[config.mk]
export PLATFORM = sky130hd
export DESIGN_NAME = fifo_serial_writer_flat
export DESIGN_NICKNAME = d
export VERILOG_FILES = /design/src/rtl/fifo_serial_writer_if.sv /design/src/rtl/fifo_serial_writer.sv /design/src/flat_wrapper.sv
export SDC_FILE = /design/constraint.sdc
export NUM_CORES = 1
export LEC_CHECK = 0
export CAP_MARGIN = 20
export CORE_MARGIN = 10
export CORE_UTILIZATION = 49
export CTS_BUF_LIST = sky130_fd_sc_hd__clkbuf_8
export CTS_CLUSTER_DIAMETER = 100
export DETAILED_ROUTE_END_ITERATION = 10
export PLACE_DENSITY_LB_ADDON = 0.08
export SLEW_MARGIN = 25
export SYNTH_ARGS = -nofsm -noshare
export SYNTH_HDL_FRONTEND = slang
export SYNTH_SLANG_ARGS = --single-unit
[constraint.sdc]
create_clock -name clk -period 1.5 [get_ports clk]
set_clock_uncertainty 0.05 [all_clocks]
set_input_delay 0.225 -clock clk [delete_from_list [all_inputs] [get_ports clk]]
set_output_delay 0.225 -clock clk [all_outputs]
set_load 0.01 [all_outputs]
[src/rtl/fifo_serial_writer_if.sv]
// fifo_serial_writer_if: push/data/full link between the serial writer and the FIFO write port
interface fifo_serial_writer_if #(parameter int M = 2);
  logic         push;
  logic [M-1:0] data;
  logic         full;
  modport master (output push, data, input full);
  modport slave  (input push, data, output full);
endinterface

[src/rtl/fifo_serial_writer.sv]
// fifo_serial_writer: UART-style frame receiver that pushes each completed word into a FIFO, dropping and counting words while full
module fifo_serial_writer #(
  parameter int M   = 2,
  parameter int DIV = 4
) (
  input  logic                   clk,
  input  logic                   reset,
  input  logic                   rx,
  input  logic                   clr,
  fifo_serial_writer_if.master   fifo,
  output logic                   busy,
  output logic                   frame_err,
  output logic                   overflow,
  output logic [7:0]             drop_cnt
);
  localparam int CW = $clog2(DIV) + 1;
  localparam int BW = $clog2(M) + 1;
  typedef enum logic [1:0] {IDLE, START, DATA, STOP} state_t;
  state_t          state_q, state_d;
  logic [CW-1:0]   cnt_q, cnt_d;
  logic [BW-1:0]   bit_q, bit_d;
  logic [M-1:0]    sh_q, sh_d, data_q, data_d;
  logic            push_q, push_d, ferr_q, ferr_d, ovf_q, ovf_d;
  logic [7:0]      drop_q, drop_d;
  logic            tick_half, tick_full;
  assign tick_half = cnt_q == CW'(DIV / 2 - 1);
  assign tick_full = cnt_q == CW'(DIV - 1);
  always_comb begin
    state_d = state_q;
    cnt_d   = cnt_q + CW'(1);
    bit_d   = bit_q;
    sh_d    = sh_q;
    data_d  = data_q;
    push_d  = 1'b0;
    ferr_d  = 1'b0;
    ovf_d   = ovf_q;
    drop_d  = drop_q;
    case (state_q)
      IDLE: begin
        cnt_d = '0;
        bit_d = '0;
        if (!rx) state_d = START;
      end
      START: if (tick_half) begin
        cnt_d   = '0;
        state_d = rx ? IDLE : DATA;
      end
      DATA: if (tick_full) begin
        cnt_d = '0;
        sh_d  = {rx, sh_q[M-1:1]};
        bit_d = bit_q + BW'(1);
        if (bit_q == BW'(M - 1)) state_d = STOP;
      end
      default: if (tick_full) begin
        cnt_d   = '0;
        state_d = IDLE;
        if (!rx) ferr_d = 1'b1;
        else if (fifo.full) begin
          ovf_d  = 1'b1;
          drop_d = (drop_q == 8'hff) ? drop_q : drop_q + 8'd1;
        end else begin
          data_d = sh_q;
          push_d = 1'b1;
        end
      end
    endcase
    // clear beats a drop landing on the same edge
    if (clr) begin
      ovf_d  = 1'b0;
      drop_d = '0;
    end
  end
  always_ff @(posedge clk) begin
    if (reset) begin
      state_q <= IDLE;
      cnt_q   <= '0;
      bit_q   <= '0;
      sh_q    <= '0;
      data_q  <= '0;
      push_q  <= 1'b0;
      ferr_q  <= 1'b0;
      ovf_q   <= 1'b0;
      drop_q  <= '0;
    end else begin
      state_q <= state_d;
      cnt_q   <= cnt_d;
      bit_q   <= bit_d;
      sh_q    <= sh_d;
      data_q  <= data_d;
      push_q  <= push_d;
      ferr_q  <= ferr_d;
      ovf_q   <= ovf_d;
      drop_q  <= drop_d;
    end
  end
  assign fifo.push = push_q;
  assign fifo.data = data_q;
  assign busy      = state_q != IDLE;
  assign frame_err = ferr_q;
  assign overflow  = ovf_q;
  assign drop_cnt  = drop_q;
endmodule

[src/flat_wrapper.sv]
// flat-port wrapper written by rule: the top's interface ports become plain ports
module fifo_serial_writer_flat 
#(
  parameter int M   = 2,
  parameter int DIV = 4
)
  (clk, reset, rx, clr, busy, frame_err, overflow, drop_cnt, fifo_push, fifo_data, fifo_full);
  fifo_serial_writer_if #(.M(M)) fifo_i ();
  input  logic clk;
  input  logic reset;
  input  logic rx;
  input  logic clr;
  output logic busy;
  output logic frame_err;
  output logic overflow;
  output logic [7:0] drop_cnt;
  output wire logic [$bits(fifo_i.push)-1:0] fifo_push;
  output wire logic [$bits(fifo_i.data)-1:0] fifo_data;
  input wire logic [$bits(fifo_i.full)-1:0] fifo_full;
  assign fifo_push = fifo_i.push;
  assign fifo_data = fifo_i.data;
  assign fifo_i.full = fifo_full;
  fifo_serial_writer #(.M(M), .DIV(DIV)) u_core (.clk(clk), .reset(reset), .rx(rx), .clr(clr), .fifo(fifo_i), .busy(busy), .frame_err(frame_err), .overflow(overflow), .drop_cnt(drop_cnt));
endmodule
==> results of run 1 <==
==> worst max-delay path by stage <==
| stage | from | to | slack (ns) |
|---|---|---|---|
| 2_1_floorplan | u_core.drop_cnt[0] | u_core.drop_cnt[6] | 0.03 |
| 3_3_place_gp | rx | u_core.drop_cnt[7] | -0.07 |
| 3_5_place_dp | fifo_full | u_core.drop_cnt[1] | -0.15 |
| 4_1_cts | u_core.cnt_q[1] | u_core.state_q[0] | 0.005 |
| 5_1_grt | u_core.state_q[1] | u_core.state_q[0] | -0.07 |
| 6_report | u_core.state_q[0] | u_core.bit_q[0] | 0.02 |
==> final cells by class <==
type                       count  area share
multi-input combinational     84       0.460
clock buffer                   3      0.0250
sequential                    22       0.274
clock inverter                 1      0.0182
tap                           28      0.0212
inverter                      10      0.0228
timing repair buffer          34       0.179
==> per-stage QoR <==
stage	instance area (um2)	cells
floorplan	1150	118
global placement	1460	176
detailed placement	1460	176
CTS	1560	181
global route	1650	182
finish	1650	182
==> cells in the mapped netlist, types with 3 or more instances <==
cell type / number / area (um2)
nand4_1: 3 / 18.8
dfxtp_1: 22 / 440
ha_1: 11 / 138
a21oi_1: 5 / 25.0
inv_1: 10 / 37.5
mux2i_1: 5 / 50.1
nor3_1: 5 / 25.0
nor2_1: 16 / 60.1
==> kinds of logic after synthesis <==
kind of cell               synth area share
and+or+nand+nor                       0.271
DFF                                   0.383
AOI/OAI and AO/OA                     0.125
buffers and inverters                0.0392
adders and majority gates             0.120
muxes                                0.0534
xor gates and xnor gates            0.00763
==> timing repair <==
item | in CTS | in global routing
resized for setup | 17 | 23
setup buffers | 1 | 1
pin swaps | 3 | 8
setup endpoints to repair | 18 | 20
==> sequential cells by signal (all words and copies together) (netlist names) <==
| register | cells |
|---|---|
| u_core.drop_cnt | 8 |
| u_core.frame_err | 1 |
| u_core.state_q | 2 |
| u_core.overflow | 1 |
| u_core.cnt_q | 3 |
| u_core.fifo.push | 1 |
| u_core.sh_q | 2 |
| u_core.fifo.data | 2 |
| u_core.bit_q | 2 |
==> power by group through the flow <==
stage          Sequential [mW]  Combinational (mW)  Clock (mW)
6_report                 0.685               0.589       0.570
5_1_grt                  0.688               0.652       0.601
4_1_cts                  0.652               0.509       0.566
3_5_place_dp             0.661               0.470           0
3_3_place_gp             0.658               0.454           0
2_1_floorplan            0.663               0.249           0
==> critical path, delay by kind of cell (launching register included) <==
family,cells,cell delay (ns)
muxes,1,0.31
adders and majority gates,1,0.22
buffers and inverters,2,0.21
and+or+nand+nor,2,0.25
DFF,1,0.38
==> metal layers <==
metal  global-route usage  vias up
met3               0.0457        4
li1                     -      497
met5                    0        -
met4               0.0452        0
met2                0.211       42
met1                0.161      476
==> results.yml, run 1 <==
clock_tree:
  htreeDepth: 1
  postCtsHoldBufs: 0
  clkLatencyLatePin_ns: 0.27
  numCtsBuffers: 3
  clkTransAtPathRegs_ns: 0.09
  cts_tree: "yes"
  cts_sinks: 22
  clock_path_buffers: 2
  root_buffer: "clkbuf_8"
synth:
  syn_inst: 118
  avgSynthCellArea_um2: 9.73
  synth_cell_types: 41
  syn-num-nets: 134
  synth_seq_cells: 22
  yosys_warnings: 0
  synth_area_um2: 1150
  synth_edf_count: 0
  yosysSeqAreaShare: 0.383
  async_flop_share: 0
  yosys_most_used_dff: "dfxtp_1"
timing:
  slew_headroom: 0.812
  rsz0062_at_grt: "yes"
  worst_pin_slew_ns: 0.281
  fin_tns_setup_ns: 0
  max_freq_mhz: 678
  holdWs_ns: 0.273
  hold_viol_final: 0
  finalSetupViolCount: 0
  slew_viol_final: 0
  layout_setup_ws_ns: 0.0246
  fin_crit_sh: 0.984
  fin_crit_ns: 1.48
power:
  pwr-share-comb: 0.320
  power_frac_seq: 0.371
  sw_frac_of_total: 0.298
  p_int_mw: 1.29
  pwr-share-clk: 0.309
  ir_drop_mv: 1.10
  power_density_nw_per_um2: 1120
  power.leakage_nw: 0.749
  total_power_mw: 1.84
  switching_power_mw: 0.549
floorplan:
  rows: 17
  start_util: 0.519
  core_um2: 2210
  ios: 19
  die_area_um2: 4680
  die_height_um: 68.4
  die_w_um: 68.4
grt:
  antenna_found_initial: 0
  grt_first_pass_wirelength_um: 4780
  grt_max_degree: 14
  grt_pass1_vias: 1044
  grt_overflow: 0
  track_usage: 0.132
place:
  gp_congestion: 0.787
  dp_hpwl_um: 2000
  place_worst_setup_slack_ns: -0.147
  port_buffers: 18
setup_path:
  worstSetupPathType: "reg2reg"
  slowest_delay_ns: 0.38
  r2r-start: "u_core.state_q[0]"
  cp.required_ns: 1.66
  worstSetupStartpointType: "register"
  critical_path_arrival_ns: 1.63
  cp_cell_sequence: "inv_2 > ha_2 > buf_4 > nand3b_1 > mux2_2 > nor2_1"
  path_max_fanout: 4
  crit_path_top_delay_cell: "dfxtp_4"
  worst_r2r_path_depth: 6
  r2r_end: "u_core.bit_q[0]"
  ff2ff_setup_slack_ns: 0.02
  cp-end-kind: "register"
detailed_routing:
  dr_wl_met2_um: 1300
  drtAntennaViolNets: 0
  met3_length_um: 320
  drc_errors: 0
  top_layer: "met4"
  vias_per_cell: 5.60
  vias: 1019
  wirelength_um: 2850
  drt-initial-drc-count: 45
  wl_per_cell_um: 15.6
  m1WireLength_um: 1190
  firstDrtPassIters: 4
min_path:
  worstHoldPathCells: 2
  hp-class: "in2reg"
  holdPathEnd: "u_core.fifo.push"
  worstHoldStart: "fifo_full"
cells_and_area:
  multi_input_area_um2: 758
  diodes: 0
  layout_commonest_cell: "dfxtp_1"
  finish.utilization: 0.745
  drive_gt1_frac: 0.338
  final_net_count: 171
  seqCellArea_um2: 452
  fill_cells: 158
  final_cell_mix: "dfxtp_1, buf_4, nor2_1"
  area_growth_pct: 43.6
job:
  cap_violations: 0
run_status:
  status: "completed"
Power figures use the tool's default switching activity.
==> run 2, diff against run 1 <==
--- a/config.mk
+++ b/config.mk
@@ -7,7 +7,7 @@
 export LEC_CHECK = 0
 export CAP_MARGIN = 20
 export CORE_MARGIN = 10
-export CORE_UTILIZATION = 49
+export CORE_UTILIZATION = 58
 export CTS_BUF_LIST = sky130_fd_sc_hd__clkbuf_8
 export CTS_CLUSTER_DIAMETER = 100
 export DETAILED_ROUTE_END_ITERATION = 10
==> constraint.sdc (replaced) <==
create_clock -name clk -period 1.8 [get_ports clk]
set_clock_uncertainty 0.05 [all_clocks]
set_input_delay 0.27 -clock clk [delete_from_list [all_inputs] [get_ports clk]]
set_output_delay 0.27 -clock clk [all_outputs]
set_load 0.01 [all_outputs]
==> results.yml, run 2 (same netlist as run 1, synthesis figures left out) <==
grt:
  grt_overflow: 0
  grt_max_degree: 13
  antenna_found_initial: 0
  use_met2: 0.188
  grtUsageMet1: 0.145
  busiest_layer: "met2"
  track_usage: 0.123
  grt_pass1_vias: 935
  grt_first_pass_wirelength_um: 4260
  grt_use_met3: 0.0567
detailed_routing:
  vias: 935
  vias_per_cell: 5.63
  wl_per_cell_um: 15.5
  drtAntennaViolNets: 0
  firstDrtPassIters: 4
  drt-initial-drc-count: 27
  drc_errors: 0
  wirelength_um: 2570
timing:
  worst_pin_slew_ns: 0.365
  fin_crit_sh: 0.931
  hold_viol_final: 0
  fin_tns_setup_ns: 0
  fin_crit_ns: 1.68
  slew_headroom: 0.757
  rsz0062_at_grt: "no"
  max_freq_mhz: 597
  layout_setup_ws_ns: 0.124
  slew_viol_final: 0
  finalSetupViolCount: 0
floorplan:
  rows: 16
  core_um2: 1920
  ios: 19
  die_w_um: 64.5
  die_height_um: 64.5
  die_area_um2: 4160
  start_util: 0.598
setup_path:
  crit_path_top_delay_cell: "clkdlybuf4s50_1"
  worstSetupStartpointType: "register"
  path_buf_inv: 1
  cp.required_ns: 1.48
  critical_path_arrival_ns: 1.36
  path_max_fanout: 9
  slowest_delay_ns: 0.61
  cp-end-kind: "output pin"
  startpoint: "u_core.drop_cnt[3]"
  cp_cell_sequence: "clkdlybuf4s50_1"
  worstSetupPathType: "reg2out"
  crit_family: "buffers and inverters"
  r2r-start: "u_core.cnt_q[0]"
clock_tree:
  clock_path_buffers: 2
  clkTransAtPathRegs_ns: 0.08
  cts_sinks: 22
  numCtsBuffers: 3
  cts_setup_buffers: 0
  root_buffer: "clkbuf_8"
  clkLatencyLatePin_ns: 0.26
  cts_tree: "yes"
  htreeDepth: 1
cells_and_area:
  diodes: 0
  final_cell_mix: "dfxtp_1, clkdlybuf4s50_1, nor2_1"
  largest_reg_flops: 8
  multi_input_area_um2: 663
  final_net_count: 156
  fill_cells: 157
  seqCellArea_um2: 443
  fin_area_um2: 1420
  layout_commonest_cell: "dfxtp_1"
  area_growth_pct: 23.5
  drive_gt1_frac: 0.137
place:
  port_buffers: 18
  dp_hpwl_um: 1880
  gp_congestion: 0.843
  dpl_cell_area_um2: 1360
  place_worst_setup_slack_ns: 0.0241
power:
  power.leakage_nw: 0.587
  ir_drop_mv: 0.680
  power_density_nw_per_um2: 841
  total_power_mw: 1.19
min_path:
  hp-class: "reg2reg"
  worstHoldStart: "u_core.overflow"
job:
  cap_violations: 0
run_status:
  status: "completed"
==> run 2: changes by cell type in the layout (fill, tap and decap cells not counted), sizes merged <==
| cell | before | now |
|---|---|---|
| dlymetal6s2s | 3 | 0 |
| bufinv | 1 | 0 |
| dlygate4sd2 | 6 | 1 |
| clkdlybuf4s50 | 8 | 17 |
| buf | 16 | 1 |
==> run 2: timing repair <==
item,4_1_cts,5_1_grt
hold buffers,0,0
hold endpoints to repair,0,0
gates resized for setup,3,0
setup endpoints to repair,1,0
==> run 2: per-layer routing <==
metal	routed length, um	vias up
met4	31	0
met3	229	4
li1	-	467
met1	1130	437
met2	1180	27
met5	0	-
==> run 2: tightest hold or removal path, delay by kind of cell, from the launching register on <==
family,cells,cell delay (ns)
and+or+nand+nor,2,0.15
DFF,1,0.32
==> run 2: final timing paths <==
kind | endpoint | slack (ns) | cells after the start
worst max-delay path | drop_cnt[3] | 0.12 | 1
worst min-delay path | u_core.overflow | 0.45 | 2
worst max register to register | u_core.drop_cnt[1] | 0.19 | 5
worst min register to register | u_core.overflow | 0.45 | 2
==> run 2: final cells by class <==
cell class | count | area share
Inverter | 10 | 0.0265
Tap cell | 27 | 0.0238
Timing Repair Buffer | 19 | 0.131
Sequential cell | 22 | 0.312
Multi-Input combinational cell | 84 | 0.467
Clock buffer | 4 | 0.0388
==> run 2: where the power goes <==
| group | switching [mW] | internal, mW |
|---|---|---|
| clock network | 0.162 | 0.195 |
| logic | 0.172 | 0.113 |
| registers | 0.0318 | 0.519 |
==> run 2: metrics by stage <==
stage	hold WS, ns	util	cells
6_report	0.450	0.738	166
5_1_grt	0.478	0.738	166
4_1_cts	0.453	0.738	166
3_5_place_dp	0.431	0.709	162
3_3_place_gp	0.407	0.709	162
2_1_floorplan	0.292	-	118
